===== src/rtl/ps2_kbd_pkg.sv =====
// Shared scancode, ASCII and FSM state definitions for the PS/2 set-2 keyboard decoder.
package ps2_kbd_pkg;

   localparam logic [7:0] SC_BREAK  = 8'hF0;
   localparam logic [7:0] SC_EXT    = 8'hE0;
   localparam logic [7:0] SC_LSHIFT = 8'h12;
   localparam logic [7:0] SC_RSHIFT = 8'h59;
   localparam logic [7:0] SC_CAPS   = 8'h58;
   localparam logic [7:0] SC_ENTER  = 8'h5A;
   localparam logic [7:0] SC_BKSP   = 8'h66;
   localparam logic [7:0] SC_SPACE  = 8'h29;
   localparam logic [7:0] SC_TAB    = 8'h0D;

   localparam logic [7:0] ASC_SPACE = 8'h20;
   localparam logic [7:0] ASC_TAB   = 8'h09;

   typedef enum logic [1:0] {
      ST_IDLE    = 2'd0,
      ST_BRK     = 2'd1,
      ST_EXT     = 2'd2,
      ST_EXT_BRK = 2'd3
   } ps2_state_e;

endpackage


===== src/rtl/scan2ascii_lut.sv =====
// Combinational set-2 scancode to ASCII lookup; letters honour shift XOR caps, symbols honour shift only.
module scan2ascii_lut
  import ps2_kbd_pkg::*;
#(
  parameter logic [7:0] ENTER_CODE = 8'd10,
  parameter logic [7:0] BS_CODE    = 8'd8
) (
  input  logic [7:0] code_i,
  input  logic       shift_i,
  input  logic       caps_i,
  output logic       hit_o,
  output logic [7:0] ascii_o
);

  // Entry layout: {is_letter, base_char, shifted_char}; a zero base marks an unmapped code.
  logic [16:0] entry;

  always_comb begin
    entry = '0;
    case (code_i)
      8'h1C: entry = {1'b1, "a", "A"};
      8'h32: entry = {1'b1, "b", "B"};
      8'h21: entry = {1'b1, "c", "C"};
      8'h23: entry = {1'b1, "d", "D"};
      8'h24: entry = {1'b1, "e", "E"};
      8'h2B: entry = {1'b1, "f", "F"};
      8'h34: entry = {1'b1, "g", "G"};
      8'h33: entry = {1'b1, "h", "H"};
      8'h43: entry = {1'b1, "i", "I"};
      8'h3B: entry = {1'b1, "j", "J"};
      8'h42: entry = {1'b1, "k", "K"};
      8'h4B: entry = {1'b1, "l", "L"};
      8'h3A: entry = {1'b1, "m", "M"};
      8'h31: entry = {1'b1, "n", "N"};
      8'h44: entry = {1'b1, "o", "O"};
      8'h4D: entry = {1'b1, "p", "P"};
      8'h15: entry = {1'b1, "q", "Q"};
      8'h2D: entry = {1'b1, "r", "R"};
      8'h1B: entry = {1'b1, "s", "S"};
      8'h2C: entry = {1'b1, "t", "T"};
      8'h3C: entry = {1'b1, "u", "U"};
      8'h2A: entry = {1'b1, "v", "V"};
      8'h1D: entry = {1'b1, "w", "W"};
      8'h22: entry = {1'b1, "x", "X"};
      8'h35: entry = {1'b1, "y", "Y"};
      8'h1A: entry = {1'b1, "z", "Z"};
      8'h16: entry = {1'b0, "1", "!"};
      8'h1E: entry = {1'b0, "2", "@"};
      8'h26: entry = {1'b0, "3", "#"};
      8'h25: entry = {1'b0, "4", "$"};
      8'h2E: entry = {1'b0, "5", "%"};
      8'h36: entry = {1'b0, "6", "^"};
      8'h3D: entry = {1'b0, "7", "&"};
      8'h3E: entry = {1'b0, "8", "*"};
      8'h46: entry = {1'b0, "9", "("};
      8'h45: entry = {1'b0, "0", ")"};
      8'h0E: entry = {1'b0, 8'h60, 8'h7E};
      8'h4E: entry = {1'b0, "-", "_"};
      8'h55: entry = {1'b0, "=", "+"};
      8'h54: entry = {1'b0, "[", "{"};
      8'h5B: entry = {1'b0, "]", "}"};
      8'h5D: entry = {1'b0, 8'h5C, 8'h7C};
      8'h4C: entry = {1'b0, ";", ":"};
      8'h52: entry = {1'b0, 8'h27, 8'h22};
      8'h41: entry = {1'b0, ",", "<"};
      8'h49: entry = {1'b0, ".", ">"};
      8'h4A: entry = {1'b0, "/", "?"};
      SC_SPACE: entry = {1'b0, ASC_SPACE, ASC_SPACE};
      SC_ENTER: entry = {1'b0, ENTER_CODE, ENTER_CODE};
      SC_BKSP:  entry = {1'b0, BS_CODE, BS_CODE};
      SC_TAB:   entry = {1'b0, ASC_TAB, ASC_TAB};
      default:  entry = '0;
    endcase
  end

  assign hit_o = (entry[15:8] != 8'h00);

  always_comb begin
    if (entry[16]) ascii_o = (shift_i ^ caps_i) ? entry[7:0] : entry[15:8];
    else           ascii_o = shift_i ? entry[7:0] : entry[15:8];
  end

endmodule


===== src/rtl/ps2_ascii_decoder.sv =====
// PS/2 set-2 scancode stream to ASCII strobe for the text-mode video memory.
// Optional REPEAT_FILTER_EN suppresses typematic repeats of the last made key until its break.
module ps2_ascii_decoder
   import ps2_kbd_pkg::*;
#(
   parameter logic [7:0] ENTER_CODE = 8'd10,
   parameter logic [7:0] BS_CODE    = 8'd8
) (
   input  logic       clk,
   input  logic       reset,
   input  logic [7:0] scan_data,
   input  logic       scan_valid,
   output logic [7:0] key_in,
   output logic       p_valid,
   output logic       shift_o,
   output logic       caps_o,
   output logic [1:0] state_o
);

   ps2_state_e state_q;
   logic [7:0] key_q;
   logic       p_valid_q;
   logic       lshift_q;
   logic       rshift_q;
   logic       caps_q;
   logic       caps_held_q;
   logic       lut_hit;
   logic [7:0] lut_ascii;
   logic       emit_ok;

   scan2ascii_lut #(
      .ENTER_CODE (ENTER_CODE),
      .BS_CODE    (BS_CODE)
   ) u_lut (
      .code_i  (scan_data),
      .shift_i (lshift_q | rshift_q),
      .caps_i  (caps_q),
      .hit_o   (lut_hit),
      .ascii_o (lut_ascii)
   );

`ifdef REPEAT_FILTER_EN
   logic [7:0] last_code_q;
   logic       last_vld_q;

   assign emit_ok = !(last_vld_q && (last_code_q == scan_data));

   // Armed by an emitted make, disarmed by the break of that same code.
   always_ff @(posedge clk or posedge reset) begin
      if (reset) begin
         last_code_q <= 8'h00;
         last_vld_q  <= 1'b0;
      end else if (scan_valid) begin
         if (state_q == ST_IDLE && lut_hit && emit_ok) begin
            last_code_q <= scan_data;
            last_vld_q  <= 1'b1;
         end else if (state_q == ST_BRK && scan_data == last_code_q) begin
            last_vld_q  <= 1'b0;
         end
      end
   end
`else
   assign emit_ok = 1'b1;
`endif

   always_ff @(posedge clk or posedge reset) begin
      if (reset) begin
         state_q     <= ST_IDLE;
         key_q       <= 8'h00;
         p_valid_q   <= 1'b0;
         lshift_q    <= 1'b0;
         rshift_q    <= 1'b0;
         caps_q      <= 1'b0;
         caps_held_q <= 1'b0;
      end else begin
         p_valid_q <= 1'b0;
         if (scan_valid) begin
            case (state_q)
               ST_IDLE: begin
                  if (scan_data == SC_BREAK) begin
                     state_q <= ST_BRK;
                  end else if (scan_data == SC_EXT) begin
                     state_q <= ST_EXT;
                  end else if (scan_data == SC_LSHIFT) begin
                     lshift_q <= 1'b1;
                  end else if (scan_data == SC_RSHIFT) begin
                     rshift_q <= 1'b1;
                  end else if (scan_data == SC_CAPS) begin
                     // Typematic repeats of Caps Lock must not re-toggle.
                     if (!caps_held_q) caps_q <= ~caps_q;
                     caps_held_q <= 1'b1;
                  end else if (lut_hit && emit_ok) begin
                     key_q     <= lut_ascii;
                     p_valid_q <= 1'b1;
                  end
               end
               ST_BRK: begin
                  state_q <= (scan_data == SC_EXT) ? ST_EXT : ST_IDLE;
                  if (scan_data == SC_LSHIFT) lshift_q    <= 1'b0;
                  if (scan_data == SC_RSHIFT) rshift_q    <= 1'b0;
                  if (scan_data == SC_CAPS)   caps_held_q <= 1'b0;
               end
               ST_EXT: begin
                  state_q <= (scan_data == SC_BREAK) ? ST_EXT_BRK : ST_IDLE;
                  if (scan_data == SC_ENTER) begin
                     key_q     <= ENTER_CODE;
                     p_valid_q <= 1'b1;
                  end
               end
               ST_EXT_BRK: state_q <= ST_IDLE;
               default:    state_q <= ST_IDLE;
            endcase
         end
      end
   end

   assign key_in  = key_q;
   assign p_valid = p_valid_q;
   assign shift_o = lshift_q | rshift_q;
   assign caps_o  = caps_q;
   assign state_o = state_q;

endmodule


===== config.mk =====
export PLATFORM = sky130hd
export DESIGN_NAME = ps2_ascii_decoder
export DESIGN_NICKNAME = d
export VERILOG_FILES = /design/src/rtl/ps2_kbd_pkg.sv /design/src/rtl/scan2ascii_lut.sv /design/src/rtl/ps2_ascii_decoder.sv
export SDC_FILE = /design/constraint.sdc
export NUM_CORES = 1
export LEC_CHECK = 0
export BUFFER_PORTS_ARGS = -buffer_cell sky130_fd_sc_hd__buf_2
export CORE_MARGIN = 2
export CORE_UTILIZATION = 53
export DETAILED_ROUTE_END_ITERATION = 7
export PLACE_DENSITY = 0.76
export SLEW_MARGIN = 40
export SYNTH_ARGS = -nofsm -noshare
export SYNTH_HDL_FRONTEND = slang
export SYNTH_SLANG_ARGS = --single-unit
export TNS_END_PERCENT = 50

===== constraint.sdc =====
create_clock -name clk -period 2 [get_ports clk]
set_input_delay 0.4 -clock clk [delete_from_list [all_inputs] [get_ports clk]]
set_output_delay 0.4 -clock clk [all_outputs]
set_load 0.02 [all_outputs]

==> results.cfg, run 1 <==
[grt]
overflow = 0
track_usage_pct = 39.24
grt_pass1_vias = 3148
grt_antenna_before_repair = 0
grt_first_pass_wirelength_mm = 16.20
grt_max_degree = 20

[placement]
hpwlAfterDp_mm = 7.915
place.gp.congestion = 1.024
port_buffers = 22

[critical_path]
critPathMaxFanout = 6
cpPeakStageDelay_ps = 600
critPathTopFamily = simple AND/OR/NAND/NOR gates
startpoint = scan_data[0]
arrival_ps = 2660
crit_chain = buf_12, clkinvlp_4, ha_4, or2b_4, a21oi_2, o21ai_1, nand3_2, or4_4, o21a_4, a22o_1
crit_type = primary input to flop
slowest_stage = or4_4
critPathLaunchType = primary input
cp.required_ps = 2130
path_buf_inv = 2
endpoint_kind = flop
timing.rr.start = caps_o

[route]
dr.pass1.iters = 5
wl_mm = 11.10
wl_per_cell_um = 21.23
route.detailed.drc = 0
drt_iter0_drc = 576
ant_nets = 0
vias = 3496
vias_per_cell = 6.685

[sta]
period_minus_slack_ps = 2529
fin_skew_ps = 2.069
finalSetupTns_ps = -4293
max_freq_mhz = 395.3
fin_crit_sh_pct = 126.5
relSlewSlack_pct = 64.77
hold_slack_ps = 181.5
setup_viol = 10
timing.final.hold_violations = 0
grt_setup_unrepaired = yes
slew_viol_final = 0
setup_slack_ps = -529.4
tightest_slew_ps = 527.9

[synth]
synthSimpleGateAreaFrac_pct = 30.40
ys_top_cells_by_area = dfrtp_1, nand2_1, a21oi_1
synth_top_area_share_pct = 13.60
syn_nets = 361
ys.flop_type = dfrtp_1
yosysTopAreaCell = dfrtp_1
synth_xor_area_share_pct = 0.6799
synth_compound_area_share_pct = 34.73
yosysMostFrequentCell = nand2_1
netlist_instances = 343
netlist_area_sq_um = 2576
synthesis.yosys.warnings = 0
synth_top_family_by_area = compound AO/OA/AOI/OAI gates
synth_edf_count = 0
yosysSeqAreaShare_pct = 13.60
synthTopCellsByCount = nand2_1, a21oi_1, nor2_1, o21ai_0, dfrtp_1
synth.distinct_cells = 86
ys_ff_latch = 14
syn_avg_cell_area_sq_um = 7.511
synth.area.mux_share_pct = 6.605
async_flop_share_pct = 100.0
synthAdderAreaFrac_pct = 3.400

[run]
timing.max_cap.violations = 0

[clock_tree]
cts_sinks = 14
clk_latency_ps = 250
cts.path.max_buffers = 2
clkSlewWorstSetupHoldPaths_ps = 60
hold_buffers = 0
htree_levels = 1
cts_tree = built
cts_inserted_buffers = 3
cts-root-buf = clkbuf_8

[final_layout]
fin_nets = 488
nFillCells = 279
area_delta_synth_final_pct = 52.79
antenna_cells = 0
drive_gt1_share_pct = 46.06

[die]
start_util_pct = 54.91
die_area_sq_um = 5435
dieWidth_um = 73.72
io_pins = 24
num_rows = 25
die_h_um = 73.72
core_sq_um = 4692

[power_and_ir_drop]
power_density_nw_per_um2 = 399.9
peakVddDrop_mv = 0.4748
p_leak_nw = 1.782
finalPower_w = 0.001574

[status]
outcome = finished with violations
violations = negative setup slack

[worst_hold_path]
hp-class = primary input to async pin
[cells by family after synthesis]
group,Yosys count
compound gates,120
xor+xnor,2
fa+ha+maj,7
buf+inv,45
flops,14
mux,15
other cells,1
simple gates,139
[repair_timing]
| item | in CTS | in global routing |
|---|---|---|
| gates resized for setup | 36 | 18 |
| hold endpoints to repair | 0 | 0 |
| pin swaps | 16 | 18 |
| buffers inserted | 4 | 3 |
| setup endpoints to repair | 11 | 10 |
[worst paths after layout]
path | endpoint | slack (ps) | cells after the start
hold reg to reg | key_in[5] | 500 | 1
min in group clk | state_o[0] | 410 | 2
hold / removal | key_in[5] | 180 | 2
setup / recovery | key_in[6] | -530 | 10
max in group asynchronous | key_in[1] | 1470 | 2
setup reg to reg | key_in[0] | -60 | 8
[sequential cells by signal, indices dropped and copies added (netlist names)]
register     flops
caps_held_q      1
rshift_q         1
caps_o           1
p_valid          1
key_in           7
lshift_q         1
state_o          2
[placed cells by master, fill, tap and decap left out, drive strengths merged, types with 5 or more instances in the layout]
master  instances
o21ai          20
mux2            6
nor2           22
o211ai          7
and2            6
nand3          11
nand2b         10
dfrtp          14
a21oi          23
nand2          31
ha              7
buf           154
a22o            6
a211oi          6
o21a            5
or4             5
nor2b          12
nor3            8
a31oi           6
mux2i           8
inv            12
a22oi           6
[worst reg2reg max path, stage by stage (launching register included)]
cell and delay [ps]:
dfrtp_1 400, and2b_1 170, o21ai_2 90, o31ai_2 220, buf_4 170, o211ai_4 150, and3_1 200, or3_1 370
a22o_1 190
[power breakdown]
part | internal [W] | leakage [nW] | switching [W]
clock | 0.000174 | 0.0288 | 0.000101
sequential | 0.000318 | 0.187 | 0.0000200
combinational | 0.000454 | 1.57 | 0.000507
[cell type report]
cell class                      count  area, sq um  share of cell area, %
Tap cell                           54        67.56                  1.716
Inverter                           13        60.06                  1.526
Clock buffer                        4        55.05                  1.399
Timing Repair Buffer              154         1179                  29.94
Sequential cell                    14        350.3                  8.900
Multi-Input combinational cell    284         2225                  56.52
[per-stage QoR]
step	cells	instance area [sq um]	worst slack (ps)	utilization (%)
global route	523	3936	-571.2	83.89
floorplan	343	2668	-547.9	-
CTS	520	3811	-449.7	81.23
global placement	512	3583	-811.9	76.37
finish	523	3936	-529.4	83.89
detailed placement	512	3583	-878.9	76.37
[routing by layer]
layer	up-vias	track usage, %	part of all wire [%]
li1	1546	-	-
met1	1614	53.16	39
met2	276	62.10	46
met3	60	6.310	10
met4	0	15.15	4.8
met5	-	0	0
(Power assumes the default switching activity.)
==> inputs of run 2 (changes only) <==
CORE_MARGIN = unset   (was 2)
RECOVER_POWER = 50   (was unset)
==> run 2 against run 1 <==
The run ends with design-rule violations, negative setup slack left. Worst setup slack improved by 51 ps. Design area shrank 0.73%. Sequential cell count did not move. Sequential share of layout area up 0.066 points. Critical path depth did not move. Largest cell class unchanged. Largest power group unchanged.
==> results.cfg, run 2 (synthesis results as in run 1) <==
[critical_path]
critPathLaunchType = primary input
rrSetupSlack_ps = -110
crit_end = key_in[6]
r2r_end = key_in[0]
startpoint = scan_data[0]
crit_type = primary input to flop
cp.required_ps = 2140
endpoint_kind = flop
critPathMaxFanout = 6
reg2regPathDepth = 8
arrival_ps = 2620
timing.rr.start = caps_o

[clock_tree]
cts_inserted_buffers = 3
htree_levels = 1
clk_latency_ps = 250
cts_tree = built
clkSlewWorstSetupHoldPaths_ps = 60
cts.path.max_buffers = 2
cts-root-buf = clkbuf_8
cts_sinks = 14

[sta]
setup_viol = 10
hold_slack_ps = 186.9
fin_crit_sh_pct = 123.9
max_freq_mhz = 403.5
relSlewSlack_pct = 63.02
period_minus_slack_ps = 2478
setup_slack_ps = -478.4
tightest_slew_ps = 554.1
slew_viol_final = 0
fin_skew_ps = 1.903
timing.final.hold_violations = 0
grt_setup_unrepaired = yes

[die]
die_area_sq_um = 5144
start_util_pct = 54.91
die_h_um = 71.72
dieWidth_um = 71.72
num_rows = 25
core_sq_um = 4692
io_pins = 24

[route]
wl_per_cell_um = 20.89
route.detailed.drc = 2
vias_per_cell = 6.699
ant_nets = 0
drt_iter0_drc = 506
dr.pass1.iters = 7
vias = 3497
wl_mm = 10.90

[final_layout]
fin_nets = 487
nFillCells = 282
drive_gt1_share_pct = 45.94
largest_reg_flops = 7
layout_common_cells = buf_4, nand2_1, nor2_1, a21oi_1, buf_2
antenna_cells = 0
area_delta_synth_final_pct = 51.68
final_cell_area_sq_um = 3908
final_common_cell = buf_4

[power_and_ir_drop]
internal_power_w = 0.0009374
peakVddDrop_mv = 0.4663
power_density_nw_per_um2 = 400.6
combPwrFrac_pct = 60.2
p_seq_share_pct = 21.6
p_clk_share_pct = 18.1
swShare_pct = 40.11
switchingPower_w = 0.0006279
p_leak_nw = 1.764

[grt]
grt_pass1_vias = 3092
grt_max_degree = 18
overflow = 0
track_usage_pct = 41.51
grt_first_pass_wirelength_mm = 16.35
grt_antenna_before_repair = 0

[placement]
hpwlAfterDp_mm = 8.031
place.gp.congestion = 1.012
port_buffers = 22
place_area_sq_um = 3591

[status]
violations = design-rule violations, negative setup slack
outcome = finished with violations

[run]
timing.max_cap.violations = 0

[worst_hold_path]
hp-class = primary input to async pin
[run 2: layout make-up]
type / instances / area (sq um) / area share (%)
clock buffer: 4 / 55.05 / 1.409
tap: 54 / 67.56 / 1.729
sequential: 14 / 350.3 / 8.966
multi-input combinational: 284 / 2201 / 56.32
timing repair buffer: 153 / 1174 / 30.04
inverter: 13 / 60.06 / 1.537
[run 2: what timing repair did]
item,CTS,global route
pin swaps,15,17
gates resized for setup,34,19
setup endpoints to repair,11,10
buffers inserted,1,4
hold endpoints to repair,0,0
hold buffers,0,0
[run 2: worst min-delay path by stage]
stage	end	start	slack [ps]	cells past startpoint
after floorplan	caps_held_q	reset	290	1
after global placement	p_valid	reset	440	2
after detailed placement	key_in[3]	reset	460	2
after CTS	key_in[3]	reset	200	2
after global routing	key_in[3]	reset	240	2
final	key_in[3]	reset	190	2
[run 2: worst max-delay path, stage by stage]
cell        delay, ps
buf_12             90
clkinvlp_4        150
ha_4              230
or2b_2            240
a21oi_1           100
o21ai_1           200
nand3_2           160
or4_4             570
o21a_4            240
a22o_1            230
[run 2: routing by layer]
| metal | track usage, % | wire length [um] | vias up | part of all wire (%) |
|---|---|---|---|---|
| met5 | 0 | 0 | - | 0 |
| met4 | 16.99 | 592 | 0 | 5.4 |
| met3 | 5.345 | 1148 | 58 | 11 |
| met2 | 65.93 | 4985 | 285 | 46 |
| met1 | 56.87 | 4178 | 1618 | 38 |
| li1 | - | - | 1536 | - |
[run 2: power groups by stage]
stage | sequential (W) | clock [W] | combinational (W)
3_3_place_gp | 0.000339 | 0 | 0.000824
4_1_cts | 0.000337 | 0.000281 | 0.000881
6_report | 0.000339 | 0.000284 | 0.000943
3_5_place_dp | 0.000342 | 0 | 0.000839
5_1_grt | 0.000342 | 0.000290 | 0.000992
2_1_floorplan | 0.000377 | 0 | 0.000446
[run 2: stage by stage]
stage / setup WS, ps / TNS [ps] / cells / power, W / utilization (%)
global route: -530.5 / -4460 / 522 / 0.001624 / 83.28
finish: -478.4 / -3918 / 522 / 0.001565 / 83.28
global placement: -798.1 / -7706 / 513 / 0.001163 / 76.53
CTS: -439.0 / -3381 / 518 / 0.001498 / 80.85
floorplan: -547.9 / -4053 / 343 / 0.0008231 / -
detailed placement: -848.9 / -8253 / 513 / 0.001181 / 76.53
==> inputs of run 3 (changes only) <==
CORE_ASPECT_RATIO = 1.75   (was unset)
==> run 3 against run 2 <==
Critical path depth grew 1. Clock power shrank 2%. Clock skew shrank 0.53 ps. Combinational power grew 3.1%. Routed wire length grew 11%. Sequential cell count is the same. The flow finishes with violations (negative setup slack). Cell count shrank 0.19%. Design area grew 1.5%. Worst hold slack lost 9.0 ps. Count of clock-buffer cells in the layout is the same.
==> results.cfg, run 3 (synthesis results as in run 1) <==
[status]
outcome = finished with violations
violations = negative setup slack

[die]
io_pins = 24
dieWidth_um = 54.70
num_rows = 33
core_sq_um = 4666
die_area_sq_um = 5154
start_util_pct = 55.22
die_h_um = 94.23

[placement]
dp_cells = 507
pre_cts_slack_ps = -832.5
port_buffers = 22
place_area_sq_um = 3608
hpwlAfterDp_mm = 8.257
place.gp.congestion = 0.9980

[power_and_ir_drop]
power_density_nw_per_um2 = 400.8
p_seq_share_pct = 21.4
p_leak_nw = 1.790
internal_power_w = 0.0009496
p_clk_share_pct = 17.4
peakVddDrop_mv = 0.5262
switchingPower_w = 0.0006399
combPwrFrac_pct = 61.1
swShare_pct = 40.26

[grt]
grt_max_degree = 16
track_usage_pct = 49.42
grt_antenna_before_repair = 0
grt_first_pass_wirelength_mm = 18.02
grt_pass1_vias = 3526
overflow = 0

[final_layout]
drive_gt1_share_pct = 46.91
layout_common_cells = buf_4, nand2_1, a21oi_1, nor2_1, buf_2
instances_no_fill = 521
final_cell_area_sq_um = 3966
area_delta_synth_final_pct = 53.96
nFillCells = 274
final_common_cell = buf_4
postLayoutCoreUtil_pct = 85.01
antenna_cells = 0
largest_reg_flops = 7
fin_nets = 488

[route]
route.detailed.drc = 0
drt_iter0_drc = 286
vias_per_cell = 6.760
dr.pass1.iters = 5
wl_mm = 12.05
ant_nets = 0
vias = 3522
wl_per_cell_um = 23.13

[sta]
tightest_slew_ps = 529.3
fin_crit_sh_pct = 124.5
setup_slack_ps = -490.0
grt_setup_unrepaired = yes
fin_skew_ps = 1.375
max_freq_mhz = 401.6
timing.final.hold_violations = 0
slew_viol_final = 0
setup_viol = 9
period_minus_slack_ps = 2490
relSlewSlack_pct = 64.67
finalSetupTns_ps = -3619

[critical_path]
timing.rr.start = lshift_q
critPathMaxFanout = 7
endpoint_kind = flop
crit_chain = buf_8, clkinvlp_4, ha_4, nor2b_4, o311a_4, or4_4, o211ai_4, buf_6, nor2_2, a21o_1, a22o_1
startpoint = scan_data[0]
cp.required_ps = 2140
arrival_ps = 2630
critPathLaunchType = primary input
path_buf_inv = 3
crit_type = primary input to flop
slowest_stage = or4_4
cpPeakStageDelay_ps = 530
critPathTopFamily = compound AO/OA/AOI/OAI gates

[run]
timing.max_cap.violations = 0

[clock_tree]
cts.path.max_buffers = 2
cts_tree = built
cts-root-buf = clkbuf_8
cts_inserted_buffers = 3
htree_levels = 1
cts_sinks = 14
clkSlewWorstSetupHoldPaths_ps = 60
clk_latency_ps = 250

[worst_hold_path]
hp-class = primary input to async pin
[run 3: per-layer routing]
metal  share of wire, %  track usage [%]  vias to the layer above
li1                   -                -                     1553
met1                 33            46.40                     1660
met2                 51            78.31                      229
met3                8.1            20.71                       80
met4                8.3            40.17                        0
met5                  0            3.846                        -
[run 3: path summary, 6_finish.rpt]
check / to / slack (ps) / depth (start not counted)
worst max-delay path: key_in[4] / -490 / 11
max in group asynchronous: caps_o / 1470 / 2
worst min-delay path: key_in[6] / 180 / 2
min in group clk: state_o[0] / 420 / 2
worst max register to register: key_in[4] / -80 / 8
worst min register to register: key_in[6] / 500 / 1
[run 3: what timing repair did]
action | in CTS | in global routing
hold buffers | 0 | 0
endpoints found under the setup margin | 11 | 11
setup buffers | 4 | 6
resized for setup | 34 | 22
gates cloned | 0 | 0
pin swaps | 19 | 16
[run 3: power by group through the flow]
stage / combinational (W) / clock [W] / sequential, W
after detailed placement: 0.000841 / 0 / 0.000342
after global routing: 0.00103 / 0.000280 / 0.000344
after global placement: 0.000830 / 0 / 0.000339
final: 0.000972 / 0.000277 / 0.000341
after floorplan: 0.000446 / 0 / 0.000377
after CTS: 0.000893 / 0.000276 / 0.000338
[run 3: final cells by class]
| class | instances | area (sq um) | share of cell area (%) |
|---|---|---|---|
| repair buffers | 154 | 1226 | 30.91 |
| well taps | 52 | 65.06 | 1.640 |
| flip-flops and latches | 14 | 350.3 | 8.833 |
| clock buffers | 4 | 55.05 | 1.388 |
| inverters | 13 | 60.06 | 1.514 |
| multi-input cells | 284 | 2210 | 55.71 |
[run 3: worst reg2reg max path, stage by stage, from the launching register on]
cell	delay [ps]
dfrtp_1	400
nor2_1	180
inv_1	80
or4_1	530
o211ai_4	200
buf_6	200
nor2_2	50
a21o_1	160
a22o_1	180
[run 3: through the flow]
stage               hold slack (ps)  power [W]
global placement              442.9   0.001169
global route                  254.0   0.001651
finish                        177.9   0.001590
floorplan                     289.2  0.0008231
detailed placement            451.4   0.001183
CTS                           183.4   0.001507
